## src/rtl/regfile_wr_ctrl.sv

```systemverilog
// Write-port controller for the 16x8 register file.
// Clears the file after reset or on request, then round-robins two writers.
module regfile_wr_ctrl #(
  parameter int unsigned          DW      = 8,
  parameter int unsigned          AW      = 4,
  parameter int unsigned          NREG    = 16,
  parameter logic [DW-1:0]        CLR_VAL = '0
) (
  input  logic          clk,
  input  logic          rst_n,
  input  logic          clr,
  input  logic          req0,
  input  logic [AW-1:0] addr0,
  input  logic [DW-1:0] data0,
  output logic          gnt0,
  input  logic          req1,
  input  logic [AW-1:0] addr1,
  input  logic [DW-1:0] data1,
  output logic          gnt1,
  output logic          init_done,
  output logic          coll,
  output logic          wr,
  output logic [AW-1:0] Rw,
  output logic [DW-1:0] Din
);

  typedef enum logic {CLEAR, IDLE} state_e;

  localparam logic [AW:0] LAST_IDX = (AW+1)'(NREG-1);

  state_e        state_q, state_d;
  logic [AW:0]   cnt_q, cnt_d;
  logic          last_q, last_d;

  logic          pick0, pick1;
  logic          wr_c, g0_c, g1_c, done_c, coll_c;
  logic [AW-1:0] rw_c;
  logic [DW-1:0] din_c;

  always_ff @(posedge clk or negedge rst_n) begin
    if (!rst_n) begin
      state_q <= CLEAR;
      cnt_q   <= '0;
      last_q  <= 1'b1;
    end else begin
      state_q <= state_d;
      cnt_q   <= cnt_d;
      last_q  <= last_d;
    end
  end

  assign pick0 = req0 & (~req1 | last_q);
  assign pick1 = req1 & ~pick0;

  always_comb begin
    state_d = state_q;
    cnt_d   = cnt_q;
    last_d  = last_q;
    wr_c    = 1'b0;
    rw_c    = '0;
    din_c   = '0;
    g0_c    = 1'b0;
    g1_c    = 1'b0;
    done_c  = 1'b0;
    coll_c  = 1'b0;
    unique case (state_q)
      CLEAR: begin
        wr_c  = 1'b1;
        rw_c  = cnt_q[AW-1:0];
        din_c = CLR_VAL;
        cnt_d = cnt_q + 1'b1;
        if (cnt_q == LAST_IDX) begin
          state_d = IDLE;
          cnt_d   = '0;
        end
      end
      IDLE: begin
        done_c = 1'b1;
        coll_c = req0 & req1 & (addr0 == addr1);
        unique case (1'b1)
          pick0: begin
            g0_c   = 1'b1;
            wr_c   = 1'b1;
            rw_c   = addr0;
            din_c  = data0;
            last_d = 1'b0;
          end
          pick1: begin
            g1_c   = 1'b1;
            wr_c   = 1'b1;
            rw_c   = addr1;
            din_c  = data1;
            last_d = 1'b1;
          end
          default: ;
        endcase
        // a same-cycle grant still lands; the sweep overwrites it
        if (clr) state_d = CLEAR;
      end
      default: state_d = CLEAR;
    endcase
  end

  assign wr        = rst_n & wr_c;
  assign gnt0      = rst_n & g0_c;
  assign gnt1      = rst_n & g1_c;
  assign init_done = rst_n & done_c;
  assign coll      = rst_n & coll_c;
  assign Rw        = rst_n ? rw_c  : '0;
  assign Din       = rst_n ? din_c : '0;

endmodule
```

## config.mk

```make
export PLATFORM = sky130hd
export DESIGN_NAME = regfile_wr_ctrl
export DESIGN_NICKNAME = d
export VERILOG_FILES = /design/src/rtl/regfile_wr_ctrl.sv
export SDC_FILE = /design/constraint.sdc
export NUM_CORES = 1
export LEC_CHECK = 0
export CORE_MARGIN = 3
export CORE_UTILIZATION = 32
export CTS_BUF_LIST = sky130_fd_sc_hd__clkbuf_16
export DETAILED_ROUTE_END_ITERATION = 8
export PLACE_DENSITY = 0.77
export SYNTH_ARGS = -nofsm -noshare
export SYNTH_HDL_FRONTEND = slang
export SYNTH_SLANG_ARGS = --single-unit
```

## constraint.sdc

```tcl
create_clock -name clk -period 1.6 [get_ports clk]
set_input_delay 0.32 -clock clk [delete_from_list [all_inputs] [get_ports clk]]
set_output_delay 0.32 -clock clk [all_outputs]
set_load 0.005 [all_outputs]
```

# Word level (Yosys, flattened, before mapping)
# Cells that the tools add are included.
[word_totals]
output_inout_bits = 17
ff_bits = 7
word_cells = 41
[classes]
n_eq_ne = 2
reduce_logical = 3
muxes = 19
n_bitwise = 13
n_addsub = 1
[op_table]
columns = ["cell", "n"]
rows = [
  ["$pmux 8 s2", 2],
  ["$pmux 4 s2", 2],
  ["$and 1x1->1", 9],
  ["$mux 1", 9],
  ["$mux 8", 1],
  ["$pmux 1 s2", 3],
  ["$add 5x1->5 const B", 1],
  ["$eq 5x4->1 const B", 1],
  ["$mux 5", 1],
  ["$eq 4x4->1", 1],
  ["$mux 4", 1],
  ["$not 1->1", 3],
  ["$reduce_and 2->1", 1],
  ["$reduce_bool 2->1", 1],
  ["$reduce_or 2->1", 1],
  ["$or 1x1->1", 1],
]

# Longest topological paths before layout
[depth]
depth_word = 9
depth_mapped = 5
ltp_nobuf = 4

# Least setup slack after synthesis
# OpenSTA, ideal clock, no wires.
[synth_path]
kind = "reg2out"
from = "register last_q"
to = "output port Rw[2]"
arrival_time_ns = 1.246
stages_incl_launch_ff = 5
t_required_ns = 1.280
slack_ns = 0.034
path_cell_list = "dfstp_2 > nand2_2 > and3_1 > buf_6 > a221o_1"
[synth_between]
elab_chain_len = 7
[synth_lines]
columns = ["item", "line", "rtl"]
rows = [
  ["start, declared", "33", "logic last_q, last_d;"],
  ["start signal, assigned", "48", "last_q <= last_d;"],
  ["$or 1x1->1 *", "52", "assign pick0 = req0 & (~req1 | last_q);"],
  ["$and 1x1->1 *", "52", ""],
  ["$not 1->1", "53", "assign pick1 = req1 & ~pick0;"],
  ["$and 1x1->1", "53", ""],
  ["$pmux 4 s2 *", "80", "unique case (1'b1)"],
  ["$pmux 4 s2 *", "66", "unique case (state_q)"],
  ["$mux 4 *", "109", "assign Rw = rst_n ? rw_c : '0;"],
  ["end, declared", "23", "output logic [AW-1:0] Rw,"],
]
# Every way passes the cells marked *; elsewhere a longest branch is shown, timed or not.

# Worst setup path after layout
[layout_path]
from = "register last_q"
to = "output port Rw[1]"
# The elaborated chain is that of the path after synthesis.

==> impl_metrics.ini <==
[critical_path]
required_ns = 1.28
worstPathCellList = nand2_2 -> buf_4 -> buf_6 -> a31oi_4 -> a21oi_1 -> buf_2
rrSetupSlack_ns = 0.26
r2r-start = state_q
worstPathArrival_ns = 1.50
cp-end-kind = output pin
cp_num_cells = 6
cp_slowest_cell = dfstp_2
path_buf_inv = 3
worstSetupPathType = reg -> out
path_max_fanout = 3
reg2reg_depth = 5
startpoint_type = register
cpLargestDelayFamily = flip-flops
worstReg2RegEnd = cnt_q[3]
worst_path_largest_cell_delay_ns = 0.54

[clock_network]
clock_sinks = 7
cts_tree = built
ctsHtreeMaxLevel = 1
clockBufferDepth = 2
clkTransAtPathRegs_ns = 0.04
ctsHoldBuffers = 0
clk_latency_ns = 0.23
clock-root-buffer = clkbuf_16
numCtsBuffers = 3

[final_layout]
antenna_cells = 0
fin_area_um2 = 1350
drive_above_1_share = 0.406
fin_cells = 157
fillCellCount = 104
multiInputGateArea_um2 = 459
syn_to_final_growth_pct = 126
nNetsFinal = 164
seq_area_um2 = 176

[drt]
wire_per_inst_um = 16.6
firstDrtPassIters = 4
antenna_left = 0
totalWireLength_um = 2610
vias_per_cell = 5.24
dr_total_vias = 823
drc = 0
drt_iter0_markers = 9

[global_route]
grt-ovfl-total = 0
antenna_found_initial = 0
grt_pass1_vias = 842
grt_pass1_wl_um = 3930
grt.total_usage = 0.210
grt_max_degree = 13

[floorplan]
fp.dieArea_um2 = 2410
rows = 14
pin_count = 46
core_area_um2 = 1630
die_h_um = 49.1
die_w_um = 49.1
initial_utilization = 0.366

[run_status]
outcome = finished, violations left
failed_checks = setup timing

[logic_synthesis]
yosys-top-cells-count = a22o_1, dfrtp_1, nand2_1, a21oi_1, a31oi_1
netlist_instances = 67
ys_ff_latch = 7
synth.most_common_cell = a22o_1
yosysTopAreaCellShare = 0.252
synthesis.area_um2 = 596
synth-main-ff-cell = dfrtp_1
seq_area_frac_synth = 0.296
yosysWarnings = 0
synth_area_leaders = dfrtp_1, a22o_1, buf_6
synthArstFlopShare = 1.00
synth_edf_count = 0
avgSynthCellArea_um2 = 8.89
synth_top_cell_by_area = dfrtp_1
syn-num-nets = 97
ys_types = 32

[placement]
placed_cells = 150
dpl.hpwl_um = 1770
gp_congestion = 0.709
dpl-instance-area_um2 = 1200
pre_cts_ws_ns = -0.679
portBuffers = 45

[power_and_ir_drop]
netSwitchingPower_uw = 558
p_leak_uw = 0.000643
pwr-share-comb = 0.526
power_frac_clock = 0.264
p_sw_frac = 0.350
vdd_ir_drop_max_mv = 1.50
intPower_uw = 1030
seq_power_share = 0.210
powerDensity_nw_per_um2 = 1180

[sta]
fin_skew_ns = 0.00243
finalSetupViolCount = 15
worstMarginPinSlew_ns = 0.212
hold_slack_ns = 0.171
fin_crit_sh = 1.14
timing.slew.headroom = 0.858
timing.fmax_ghz = 0.549
final.min_clock_period_ns = 1.82
rsz0062_at_grt = yes
slew_violations = 0
finalSetupTns_ns = -2.53
finalHoldViolations = 0
worst_slack_ns = -0.220

[min_path]
hp-class = in -> async

[run]
maxCapViolations = 0
==> worst register-to-register path, cell delays in order (launching register included) <==
cell and delay [ns]:
dfrtp_1 0.38, buf_6 0.13, buf_4 0.16, nand2b_1 0.17
or3_1 0.35, o21ai_1 0.07
==> power by group through the flow <==
| stage | registers, uW | logic, uW | clock network (uW) |
|---|---|---|---|
| 6_report | 335 | 837 | 421 |
| 4_1_cts | 332 | 729 | 424 |
| 3_3_place_gp | 323 | 697 | 0 |
| 3_5_place_dp | 329 | 727 | 0 |
| 5_1_grt | 345 | 901 | 434 |
| 2_1_floorplan | 322 | 337 | 0 |
==> repair_timing <==
item	in CTS	in global routing
resized for setup	77	17
pin swaps	7	10
endpoints found under the setup margin	17	16
cloned	0	1
buffers inserted	1	1
==> cell families after synthesis <==
family	share of synthesized area
buf+inv	0.0777
simple gates	0.216
compound gates	0.279
fa+ha+maj	0.0210
flops	0.296
xor+xnor	0.0735
mux	0.0357
==> worst max path at each step <==
stage / startpoint / endpoint / slack (ns)
global route: last_q / Din[1] / -0.26
CTS: last_q / Din[1] / -0.19
global placement: req0 / Rw[2] / -0.65
detailed placement: rst_n / Din[0] / -0.68
floorplan: last_q / Rw[2] / 0.03
finish: last_q / Rw[1] / -0.22
==> layer usage <==
metal | track usage | share of wire | up-vias
li1 | - | - | 385
met1 | 0.229 | 0.40 | 389
met2 | 0.377 | 0.49 | 43
met3 | 0.0581 | 0.084 | 6
met4 | 0.0853 | 0.024 | 0
met5 | 0 | 0 | -
==> placed cells by master, fill, tap and decap left out, drive strengths merged <==
| cell type | synthesis | final |
|---|---|---|
| dlygate4sd2 | 0 | 10 |
| ha | 1 | 1 |
| o31a | 1 | 1 |
| or3 | 1 | 1 |
| nand4b | 1 | 1 |
| nor4 | 1 | 1 |
| nor2 | 1 | 1 |
| mux2i | 1 | 1 |
| inv | 2 | 3 |
| o21a | 1 | 1 |
| xnor2 | 2 | 2 |
| nand3 | 3 | 3 |
| nand2b | 3 | 3 |
| a221o | 1 | 1 |
| a21oi | 5 | 5 |
| nand4 | 1 | 1 |
| dfrtp | 6 | 6 |
| a22o | 8 | 8 |
| mux2 | 1 | 1 |
| dlymetal6s2s | 0 | 2 |
| buf | 4 | 35 |
| a31oi | 4 | 4 |
| o21ai | 4 | 4 |
| clkdlybuf4s50 | 0 | 18 |
| and2 | 1 | 1 |
| nand2 | 7 | 7 |
| and3 | 3 | 3 |
| xor2 | 3 | 3 |
| dfstp | 1 | 1 |
| clkbuf | 0 | 4 |
==> stage by stage <==
stage                     utilization  total power, uW
final                           0.826             1590
after global routing            0.826             1680
after CTS                       0.763             1490
after detailed placement        0.735             1060
after global placement          0.735             1020
after floorplan                     -              658
==> sequential cells by signal, indices dropped and copies added (netlist names) <==
register,cells
last_q,1
state_q,1
cnt_q,5
==> cell type report <==
type | instances | area share
inverter | 2 | 0.00929
sequential | 7 | 0.131
clock inverter | 1 | 0.00279
timing repair buffer | 66 | 0.438
tap | 24 | 0.0223
clock buffer | 3 | 0.0558
multi-input combinational | 54 | 0.341
(Power assumes the default switching activity.)
